==> src/rtl/ddc_accumulator.sv <==
// Frame accumulator for DDC I/Q samples: sums acc_len+1 valid samples per frame
// and presents each frame sum on a single-register AXI-Stream style output.
module ddc_accumulator #(
    parameter int SAMPLE_WIDTH = 32,
    parameter int LEN_WIDTH    = 16,
    parameter int SUM_WIDTH    = 48
) (
    input  logic                      clk,
    input  logic                      rst,
    input  logic                      valid_in,
    input  logic [2*SAMPLE_WIDTH-1:0] data_in,
    input  logic                      en,
    input  logic [LEN_WIDTH-1:0]      acc_len,
    input  logic                      ovf_clr,
    output logic [2*SUM_WIDTH-1:0]    m_axis_tdata,
    output logic                      m_axis_tvalid,
    input  logic                      m_axis_tready,
    output logic                      overflow,
    output logic [31:0]               frame_count
);

    typedef enum logic {
        IDLE  = 1'b0,
        ACCUM = 1'b1
    } state_t;

    state_t state_q, state_d;

    logic signed [SUM_WIDTH-1:0]    sum_i_q, sum_q_q;
    logic signed [SUM_WIDTH-1:0]    sum_i_next, sum_q_next;
    logic signed [SAMPLE_WIDTH-1:0] sample_i, sample_q;
    logic [LEN_WIDTH-1:0]           count_q, len_q;

    logic start, accept, last, load, drop, handshake;

    function automatic logic signed [SUM_WIDTH-1:0] sign_extend(
        input logic signed [SAMPLE_WIDTH-1:0] s
    );
        return {{(SUM_WIDTH-SAMPLE_WIDTH){s[SAMPLE_WIDTH-1]}}, s};
    endfunction

    assign sample_i = data_in[2*SAMPLE_WIDTH-1:SAMPLE_WIDTH];
    assign sample_q = data_in[SAMPLE_WIDTH-1:0];

    assign sum_i_next = sum_i_q + sign_extend(sample_i);
    assign sum_q_next = sum_q_q + sign_extend(sample_q);

    // en=0 has priority over a coincident sample: the partial frame is abandoned.
    assign start     = (state_q == IDLE) && en;
    assign accept    = (state_q == ACCUM) && en && valid_in;
    assign last      = accept && (count_q == len_q);
    assign handshake = m_axis_tvalid && m_axis_tready;
    assign load      = last && (!m_axis_tvalid || m_axis_tready);
    assign drop      = last && m_axis_tvalid && !m_axis_tready;

    always_comb begin
        state_d = state_q;
        case (state_q)
            IDLE:    if (en)  state_d = ACCUM;
            ACCUM:   if (!en) state_d = IDLE;
            default: state_d = IDLE;
        endcase
    end

    always_ff @(posedge clk) begin
        if (rst) begin
            state_q <= IDLE;
        end else begin
            state_q <= state_d;
        end
    end

    always_ff @(posedge clk) begin
        if (rst) begin
            sum_i_q <= '0;
            sum_q_q <= '0;
            count_q <= '0;
            len_q   <= '0;
        end else if (start || last) begin
            sum_i_q <= '0;
            sum_q_q <= '0;
            count_q <= '0;
            len_q   <= acc_len;
        end else if (accept) begin
            sum_i_q <= sum_i_next;
            sum_q_q <= sum_q_next;
            count_q <= count_q + LEN_WIDTH'(1);
        end
    end

    // Single output register; a completing frame may replace a beat that is
    // leaving on the same edge, otherwise it is dropped while the beat waits.
    always_ff @(posedge clk) begin
        if (rst) begin
            m_axis_tdata  <= '0;
            m_axis_tvalid <= 1'b0;
            frame_count   <= '0;
        end else if (load) begin
            m_axis_tdata  <= {sum_i_next, sum_q_next};
            m_axis_tvalid <= 1'b1;
            frame_count   <= frame_count + 32'd1;
        end else if (handshake) begin
            m_axis_tvalid <= 1'b0;
        end
    end

    always_ff @(posedge clk) begin
        if (rst) begin
            overflow <= 1'b0;
        end else if (drop) begin
            overflow <= 1'b1;
        end else if (ovf_clr) begin
            overflow <= 1'b0;
        end
    end

endmodule

==> config.mk <==
export PLATFORM = sky130hd
export DESIGN_NAME = ddc_accumulator
export DESIGN_NICKNAME = d
export VERILOG_FILES = /design/src/rtl/ddc_accumulator.sv
export SDC_FILE = /design/constraint.sdc
export NUM_CORES = 1
export LEC_CHECK = 0
export ABC_AREA = 0
export CAP_MARGIN = 20
export CORE_MARGIN = 4
export CORE_UTILIZATION = 50
export CTS_CLUSTER_DIAMETER = 60
export CTS_CLUSTER_SIZE = 12
export DETAILED_ROUTE_END_ITERATION = 16
export PLACE_DENSITY = 0.85
export SLEW_MARGIN = 20
export SYNTH_ARGS = -nofsm -noshare
export SYNTH_HDL_FRONTEND = slang
export SYNTH_SLANG_ARGS = --single-unit
==> constraint.sdc <==
create_clock -name clk -period 8.3 [get_ports clk]
set_input_delay 2.075 -clock clk [delete_from_list [all_inputs] [get_ports clk]]
set_output_delay 2.075 -clock clk [all_outputs]
set_load 0.01 [all_outputs]
==> impl_metrics.env, run 1 <==
export IMPL_drc=0
export IMPL_cts_htree_levels=1
export IMPL_r2r_end="m_axis_tdata[92]"
export IMPL_wire_per_inst_um=17.1
export IMPL_powerDensity_nw_per_um2=148
export IMPL_initial_core_util=0.510
export IMPL_skew_ps=14.4
export IMPL_dp_hpwl_um=30200
export IMPL_ir_worst_vdd_mv=0.138
export IMPL_hold_viol=0
export IMPL_grt_pass1_wl_um=69800
export IMPL_yosysMostFrequentCell="nand2_1"
export IMPL_synth_warnings=0
export IMPL_max_freq_ghz=0.174
export IMPL_viasPerCell=5.90
export IMPL_yosysTopAreaCellShare=0.341
export IMPL_placeableCoreArea_sq_um=29800
export IMPL_synth_area_leaders="dfxtp_1, nand2_1, a21oi_1, ha_1, xnor2_1"
export IMPL_path_clk_slew_ps=60
export IMPL_fin_tns_setup_ps=0
export IMPL_hp_start="m_axis_tdata[77]"
export IMPL_grt_ovfl_total=0
export IMPL_dr_pass1_iters=5
export IMPL_antenna_found_initial=0
export IMPL_ant_nets=0
export IMPL_drt_iter0_drc=1079
export IMPL_period_needed_ps=5740
export IMPL_setup_viol=0
export IMPL_cts_tree="done"
export IMPL_postCtsSetupBuffers=0
export IMPL_ios=216
export IMPL_outcome="complete, no violations"
export IMPL_routed_wirelength_um=42600
export IMPL_reg2reg_setup_slack_ps=4180
export IMPL_synth_edf_count=0
export IMPL_rows=63
export IMPL_track_usage=0.244
export IMPL_min_period_over_period=0.691
export IMPL_grt_pass1_vias=14400
export IMPL_synth_common_cells="nand2_1, dfxtp_1, a21oi_1"
export IMPL_yosys_area_top_type="dfxtp_1"
export IMPL_drv_slew=0
export IMPL_cts_sinks=259
export IMPL_syn_nets=2154
export IMPL_whs_path_depth=2
export IMPL_avgSynthCellArea_sq_um=7.72
export IMPL_timing_final_ws_setup_ps=2560
export IMPL_endpoint_kind="flip-flop"
export IMPL_worstSetupPathType="input port to flip-flop"
export IMPL_arrival_ps=6170
export IMPL_vias=14700
export IMPL_synth_cells=1970
export IMPL_r2r_start="state_q"
export IMPL_clk_latency_ps=540
export IMPL_globalplace_congestion=0.930
export IMPL_cts_buffers=27
export IMPL_nets=2286
export IMPL_path_max_fanout=90
export IMPL_clockBufferDepth=3
export IMPL_slew_headroom=0.358
export IMPL_holdCritPathClass="flip-flop to flip-flop"
export IMPL_postCtsResizedCells=0
export IMPL_port_buffer_count=215
export IMPL_area_growth_pct=20.2
export IMPL_synth_seq_cells=259
export IMPL_die_h_um=182
export IMPL_dieWidth_um=182
export IMPL_cts_hold_buf=0
export IMPL_die_area_sq_um=33300
export IMPL_cp_start_kind="input port"
export IMPL_r2r_cells=8
export IMPL_synth_main_ff_cell="dfxtp_1"
export IMPL_dp_slack_ps=2000
export IMPL_layout_drive_gt1_share=0.0360
export IMPL_grt_setup_unrepaired="no"
export IMPL_clock_root_buffer="clkbuf_16"
export IMPL_worst_pin_slew_ps=963
export IMPL_ys_seq_area_frac=0.341
export IMPL_fillCellCount=2589
export IMPL_hold_path_end="m_axis_tdata[77]"
export IMPL_antennaDiodeCount=0
export IMPL_grt_max_degree=91
export IMPL_required_ps=8730
export IMPL_synth_area_sq_um=15200
export IMPL_synth_cell_types=68
export IMPL_cap_violations=0
export IMPL_power_leakage_nw=7.19
export IMPL_ys_async_sr_fraction=0
-- layout make-up --
class                   count  area (sq um)  area share
clock inverters             5          61.3     0.00335
multi-input cells        1564          9510       0.521
clock buffers              32           714      0.0391
inverters                  26          97.6     0.00534
repair buffers            224          2220       0.121
well taps                 390           488      0.0267
flip-flops and latches    259          5180       0.284
-- report_power, final --
| part | leakage [nW] | internal, mW | switching, mW | total [mW] |
|---|---|---|---|---|
| logic | 4.72 | 0.119 | 0.184 | 0.303 |
| clock network | 0.382 | 0.634 | 0.493 | 1.13 |
| registers | 2.09 | 1.26 | 0.00922 | 1.27 |
-- stage by stage --
step / total power [mW] / cells / hold slack (ps) / util / area (sq um)
4_1_cts: 2.72 / 2500 / 451 / 0.613 / 18300
2_1_floorplan: 1.48 / 1970 / 436 / - / 15200
6_report: 2.70 / 2500 / 449 / 0.613 / 18300
3_3_place_gp: 1.58 / 2463 / 437 / 0.587 / 17500
3_5_place_dp: 1.59 / 2463 / 443 / 0.587 / 17500
5_1_grt: 2.79 / 2500 / 471 / 0.613 / 18300
-- metal layers --
metal / vias to the layer above / GRT usage / wire, um
li1: 7228 / - / -
met1: 6927 / 0.305 / 18100
met2: 490 / 0.429 / 20600
met3: 101 / 0.0343 / 2450
met4: 0 / 0.0907 / 1450
met5: - / 0 / 0
-- how the worst max path moves through the flow --
stage | startpoint | endpoint | cells past startpoint
finish | en | m_axis_tdata[92] | 9
global route | en | m_axis_tdata[92] | 9
CTS | en | m_axis_tdata[92] | 9
detailed placement | en | m_axis_tdata[92] | 9
global placement | valid_in | m_axis_tdata[92] | 9
floorplan | data_in[0] | m_axis_tdata[34] | 12
-- sequential cells by signal (all words and copies together) (netlist names) --
name / cells
count_q: 16
frame_count: 32
len_q: 16
m_axis_tdata: 96
m_axis_tvalid: 1
overflow: 1
state_q: 1
sum_i_q: 48
sum_q_q: 48
-- critical path, cell delays in order --
cell	delay [ps]
clkdlybuf4s50_1	540
nand3_4	520
or4_1	700
nor4_1	570
nand2_4	690
buf_4	500
nand3_1	130
o41ai_1	80
a211o_1	300
-- kinds of logic after synthesis --
family | after synthesis | synth area share
XOR/XNOR | 133 | 0.0766
adder cells (fa/ha/maj) | 98 | 0.0816
AND/OR/NAND/NOR | 776 | 0.232
flip-flops | 259 | 0.341
multiplexers | 32 | 0.0212
AO/OA/AOI/OAI | 525 | 0.211
buffers and inverters | 147 | 0.0365
-- layout by cell type (no fill, tap or decap), drive strengths merged, types with 11 or more instances in the layout --
| master | Yosys | routed |
|---|---|---|
| a211oi | 22 | 22 |
| a21o | 55 | 55 |
| a21oi | 258 | 258 |
| a31oi | 26 | 26 |
| and2 | 12 | 12 |
| and3 | 30 | 30 |
| and4 | 11 | 11 |
| clkbuf | 107 | 32 |
| clkdlybuf4s50 | 0 | 214 |
| dfxtp | 259 | 259 |
| ha | 96 | 96 |
| inv | 26 | 29 |
| mux2i | 30 | 30 |
| nand2 | 374 | 374 |
| nand2b | 11 | 11 |
| nand3 | 81 | 81 |
| nand4 | 39 | 39 |
| nor2 | 131 | 131 |
| nor2b | 11 | 11 |
| nor3 | 26 | 26 |
| nor4 | 11 | 11 |
| o21ai | 74 | 74 |
| o21bai | 23 | 23 |
| or3 | 17 | 17 |
| xnor2 | 70 | 70 |
| xor2 | 63 | 63 |
Note: power is estimated with default switching activity, not from simulation.
==> inputs of run 2 (changes only) <==
- PLACE_DENSITY: 0.85 -> 0.88
- clock period: 8.3 -> 4.8 ns (I/O delays scaled with it)
==> impl_metrics.env, run 2 (synthesized netlist as in run 1, its figures left out) <==
export IMPL_hold_path_end="m_axis_tdata[85]"
export IMPL_cts_htree_levels=1
export IMPL_fin_tns_setup_ps=0
export IMPL_routed_wirelength_um=44100
export IMPL_path_max_fanout=4
export IMPL_power_total_mw=4.67
export IMPL_finalNonFillerCells=2519
export IMPL_drt_iter0_drc=936
export IMPL_nets=2303
export IMPL_ant_nets=0
export IMPL_grt_pass1_wl_um=71400
export IMPL_wire_per_inst_um=17.5
export IMPL_dr_pass1_iters=7
export IMPL_timing_final_ws_setup_ps=664
export IMPL_viasPerCell=5.87
export IMPL_cp_start_kind="input port"
export IMPL_arrival_ps=4610
export IMPL_ios=216
export IMPL_layout_cells_most_common="nand2_1"
export IMPL_holdCritPathClass="flip-flop to flip-flop"
export IMPL_required_ps=5270
export IMPL_final_cell_mix="nand2_1, dfxtp_1, a21oi_1"
export IMPL_die_area_sq_um=33300
export IMPL_vias=14800
export IMPL_min_period_over_period=0.862
export IMPL_dp_hpwl_um=31100
export IMPL_reg_largest_list="m_axis_tdata (96), sum_i_q (48), sum_q_q (48)"
export IMPL_r2r_cells=12
export IMPL_hp_start="m_axis_tdata[85]"
export IMPL_track_usage=0.251
export IMPL_cts_buffers=27
export IMPL_placeableCoreArea_sq_um=29800
export IMPL_hold_viol=0
export IMPL_grt_ovfl_total=0
export IMPL_cts_tree="done"
export IMPL_largest_reg_flops=96
export IMPL_area_growth_pct=21.2
export IMPL_die_h_um=182
export IMPL_grt_setup_unrepaired="no"
export IMPL_r2r_start="sum_q_q[0]"
export IMPL_setup_viol=0
export IMPL_dp_slack_ps=134
export IMPL_antenna_found_initial=0
export IMPL_rows=63
export IMPL_period_needed_ps=4140
export IMPL_powerDensity_nw_per_um2=253
export IMPL_clockBufferDepth=3
export IMPL_grt_max_degree=153
export IMPL_fillCellCount=2608
export IMPL_ir_worst_vdd_mv=0.252
export IMPL_skew_ps=14.7
export IMPL_drv_slew=0
export IMPL_cts_sinks=259
export IMPL_layout_drive_gt1_share=0.0437
export IMPL_initial_core_util=0.510
export IMPL_dp_cells=2480
export IMPL_clock_root_buffer="clkbuf_16"
export IMPL_antennaDiodeCount=0
export IMPL_globalplace_congestion=0.907
export IMPL_top_register="m_axis_tdata"
export IMPL_worst_pin_slew_ps=1010
export IMPL_clk_latency_ps=540
export IMPL_power_leakage_nw=7.28
export IMPL_path_clk_slew_ps=60
export IMPL_postCtsResizedCells=0
export IMPL_whs_path_depth=2
export IMPL_reg2reg_setup_slack_ps=1450
export IMPL_slew_headroom=0.326
export IMPL_max_freq_ghz=0.242
export IMPL_worstSetupPathType="input port to flip-flop"
export IMPL_outcome="complete, no violations"
export IMPL_cts_hold_buf=0
export IMPL_postCtsSetupBuffers=0
export IMPL_drc=0
export IMPL_grt_pass1_vias=14500
export IMPL_r2r_end="m_axis_tdata[46]"
export IMPL_endpoint_kind="flip-flop"
export IMPL_port_buffer_count=215
export IMPL_dieWidth_um=182
export IMPL_cap_violations=0
==> run 2: changes by cell type in the layout (fill, tap and decap cells not counted), moves of 2 or more <==
| cell | delta |
|---|---|
| clkbuf_1 | +2 |
| buf_12 | +3 |
| clkinv_2 | +3 |
| inv_6 | -3 |
| buf_4 | +14 |
==> run 2: worst max-delay path, stage by stage <==
cell             delay (ps)
clkdlybuf4s50_1         410
ha_1                    250
fa_1                    430
a211oi_1                280
o211ai_1                150
a31o_2                  300
a221o_1                 380
nand3_1                 140
a2111oi_0               150
o2111ai_1               290
a21oi_1                 160
or3_1                   390
nand3_1                  80
==> run 2: power by group <==
group | internal [mW] | switching [mW]
logic | 0.214 | 0.321
clock network | 1.08 | 0.864
registers | 2.17 | 0.0159
total | 3.47 | 1.20
==> run 2: layer usage <==
metal,GRT usage,part of all wire
met5,0,0
met4,0.0919,0.039
met3,0.0381,0.053
met2,0.439,0.48
met1,0.315,0.43
==> run 2: final cells by class <==
type                       instances  area [sq um]  share of cell area
clock buffer                      33           708              0.0384
clock inverter                     6          58.8             0.00319
inverter                          26          97.6             0.00530
multi-input combinational       1564          9510               0.516
sequential                       259          5180               0.281
tap                              390           488              0.0265
timing repair buffer             241          2380               0.129
==> run 2: worst max path at each step <==
stage,to,startpoint,cells past startpoint
after floorplan,m_axis_tdata[34],data_in[0],12
after global placement,m_axis_tdata[46],data_in[0],13
after detailed placement,m_axis_tdata[46],data_in[0],13
after CTS,m_axis_tdata[46],data_in[0],13
after global routing,m_axis_tdata[46],data_in[0],13
final,m_axis_tdata[46],data_in[0],13
==> run 2: stage by stage <==
stage	hold slack (ps)	utilization	instance area, sq um
floorplan	436	-	15200
global placement	438	0.593	17700
detailed placement	444	0.593	17700
CTS	453	0.618	18400
global route	468	0.618	18400
finish	450	0.618	18400
==> inputs of run 3 (changes only) <==
- CTS_BUF_LIST: unset -> sky130_fd_sc_hd__clkbuf_4
- PLACE_DENSITY: 0.88 -> 0.77
==> impl_metrics.env, run 3 (synthesized netlist as in run 1, its figures left out) <==
export IMPL_outcome="complete, no violations"
export IMPL_largest_reg_flops=96
export IMPL_endpoint_kind="flip-flop"
export IMPL_clockBufferDepth=3
export IMPL_postCtsSetupBuffers=0
export IMPL_worstSetupStartpoint="data_in[32]"
export IMPL_finalNonFillerCells=2528
export IMPL_skew_ps=41.8
export IMPL_path_clk_slew_ps=130
export IMPL_dieWidth_um=182
export IMPL_cts_hold_buf=0
export IMPL_p_int_mw=2.78
export IMPL_ant_nets=0
export IMPL_top_register="m_axis_tdata"
export IMPL_grt_pass1_vias=14200
export IMPL_p_switching_mw=1.11
export IMPL_worstSetupPathType="input port to flip-flop"
export IMPL_hold_viol=0
export IMPL_cts_buffers=29
export IMPL_cts_tree="done"
export IMPL_ios=216
export IMPL_nets=2308
export IMPL_clk_latency_ps=740
export IMPL_final_util=0.604
export IMPL_power_share_combinational=0.136
export IMPL_drv_slew=0
export IMPL_vias=14600
export IMPL_port_buffer_count=215
export IMPL_period_needed_ps=3970
export IMPL_dr_pass1_iters=5
export IMPL_required_ps=5440
export IMPL_dp_slack_ps=93.3
export IMPL_initial_core_util=0.510
export IMPL_globalplace_congestion=0.916
export IMPL_wire_per_inst_um=17.0
export IMPL_path_max_fanout=5
export IMPL_worst_hold_slack_ps=458
export IMPL_power_leakage_nw=7.10
export IMPL_reg_largest_list="m_axis_tdata (96), sum_i_q (48), sum_q_q (48)"
export IMPL_routed_wirelength_um=42900
export IMPL_worst_pin_slew_ps=942
export IMPL_switching_share=0.285
export IMPL_stdcell_area_sq_um=18000
export IMPL_grt_setup_unrepaired="no"
export IMPL_powerDensity_nw_per_um2=216
export IMPL_cts_htree_levels=1
export IMPL_clock_root_buffer="clkbuf_4"
export IMPL_track_usage=0.248
export IMPL_placeableCoreArea_sq_um=29800
export IMPL_power_total_mw=3.89
export IMPL_hp_start="m_axis_tdata[72]"
export IMPL_layout_drive_gt1_share=0.0487
export IMPL_cp_start_kind="input port"
export IMPL_min_period_over_period=0.827
export IMPL_final_cell_mix="nand2_1, dfxtp_1, a21oi_1"
export IMPL_r2r_start="sum_i_q[0]"
export IMPL_drt_iter0_drc=1069
export IMPL_grt_ovfl_total=0
export IMPL_fin_tns_setup_ps=0
export IMPL_max_freq_ghz=0.252
export IMPL_ir_worst_vdd_mv=0.172
export IMPL_holdCritPathClass="flip-flop to flip-flop"
export IMPL_rows=63
export IMPL_area_growth_pct=18.3
export IMPL_viasPerCell=5.79
export IMPL_seqPwrFrac=0.563
export IMPL_grt_pass1_wl_um=70400
export IMPL_die_area_sq_um=33300
export IMPL_timing_final_ws_setup_ps=833
export IMPL_clockPowerShare=0.301
export IMPL_layout_cells_most_common="nand2_1"
export IMPL_arrival_ps=4610
export IMPL_drc=0
export IMPL_fillCellCount=2771
export IMPL_dp_cells=2483
export IMPL_antenna_found_initial=2
export IMPL_cts_sinks=259
export IMPL_setup_viol=0
export IMPL_cap_violations=0
export IMPL_die_h_um=182
export IMPL_slew_headroom=0.372
export IMPL_dp_hpwl_um=30900
export IMPL_postPlaceCellArea_sq_um=17600
export IMPL_grt_max_degree=81
export IMPL_postCtsResizedCells=0
==> run 3: critical path, cell delays in order <==
cell and delay [ps]:
clkdlybuf4s50_1 400, ha_1 240, fa_1 430, a21o_1 200, a211oi_1 270, o21bai_1 190, a31oi_1 200, buf_4 160
o22ai_1 70, a31oi_1 270, o21ai_1 240, a21oi_1 340, nor4_1 110, a221o_1 280
==> run 3: path summary, 6_finish.rpt <==
path | depth (start not counted) | slack (ps) | endpoint
worst max-delay path | 14 | 830 | m_axis_tdata[86]
worst min-delay path | 2 | 460 | m_axis_tdata[72]
worst max register to register | 13 | 1390 | m_axis_tdata[86]
worst min register to register | 2 | 460 | m_axis_tdata[72]
==> run 3: final cells by class <==
type                    count  area [sq um]  area share
multi-input cells        1564          9510       0.528
flip-flops and latches    259          5180       0.288
repair buffers            244          2370       0.132
well taps                 390           488      0.0271
clock buffers              33           248      0.0138
inverters                  26          97.6     0.00543
clock inverters            11          93.8     0.00522
diodes                      1          2.50    0.000139
==> run 3: metal layers <==
layer / vias to the layer above / global-route usage / wire (um)
met5: - / 0 / 12
met4: 2 / 0.0651 / 1150
met3: 73 / 0.0359 / 2250
met1: 6879 / 0.327 / 19200
li1: 7259 / - / -
met2: 419 / 0.425 / 20300
==> run 3: power groups by stage <==
stage | combinational, mW | sequential, mW | clock, mW
2_1_floorplan | 0.331 | 2.23 | 0
3_3_place_gp | 0.515 | 2.24 | 0
3_5_place_dp | 0.520 | 2.24 | 0
4_1_cts | 0.524 | 2.19 | 1.20
5_1_grt | 0.580 | 2.19 | 1.29
6_report | 0.529 | 2.19 | 1.17
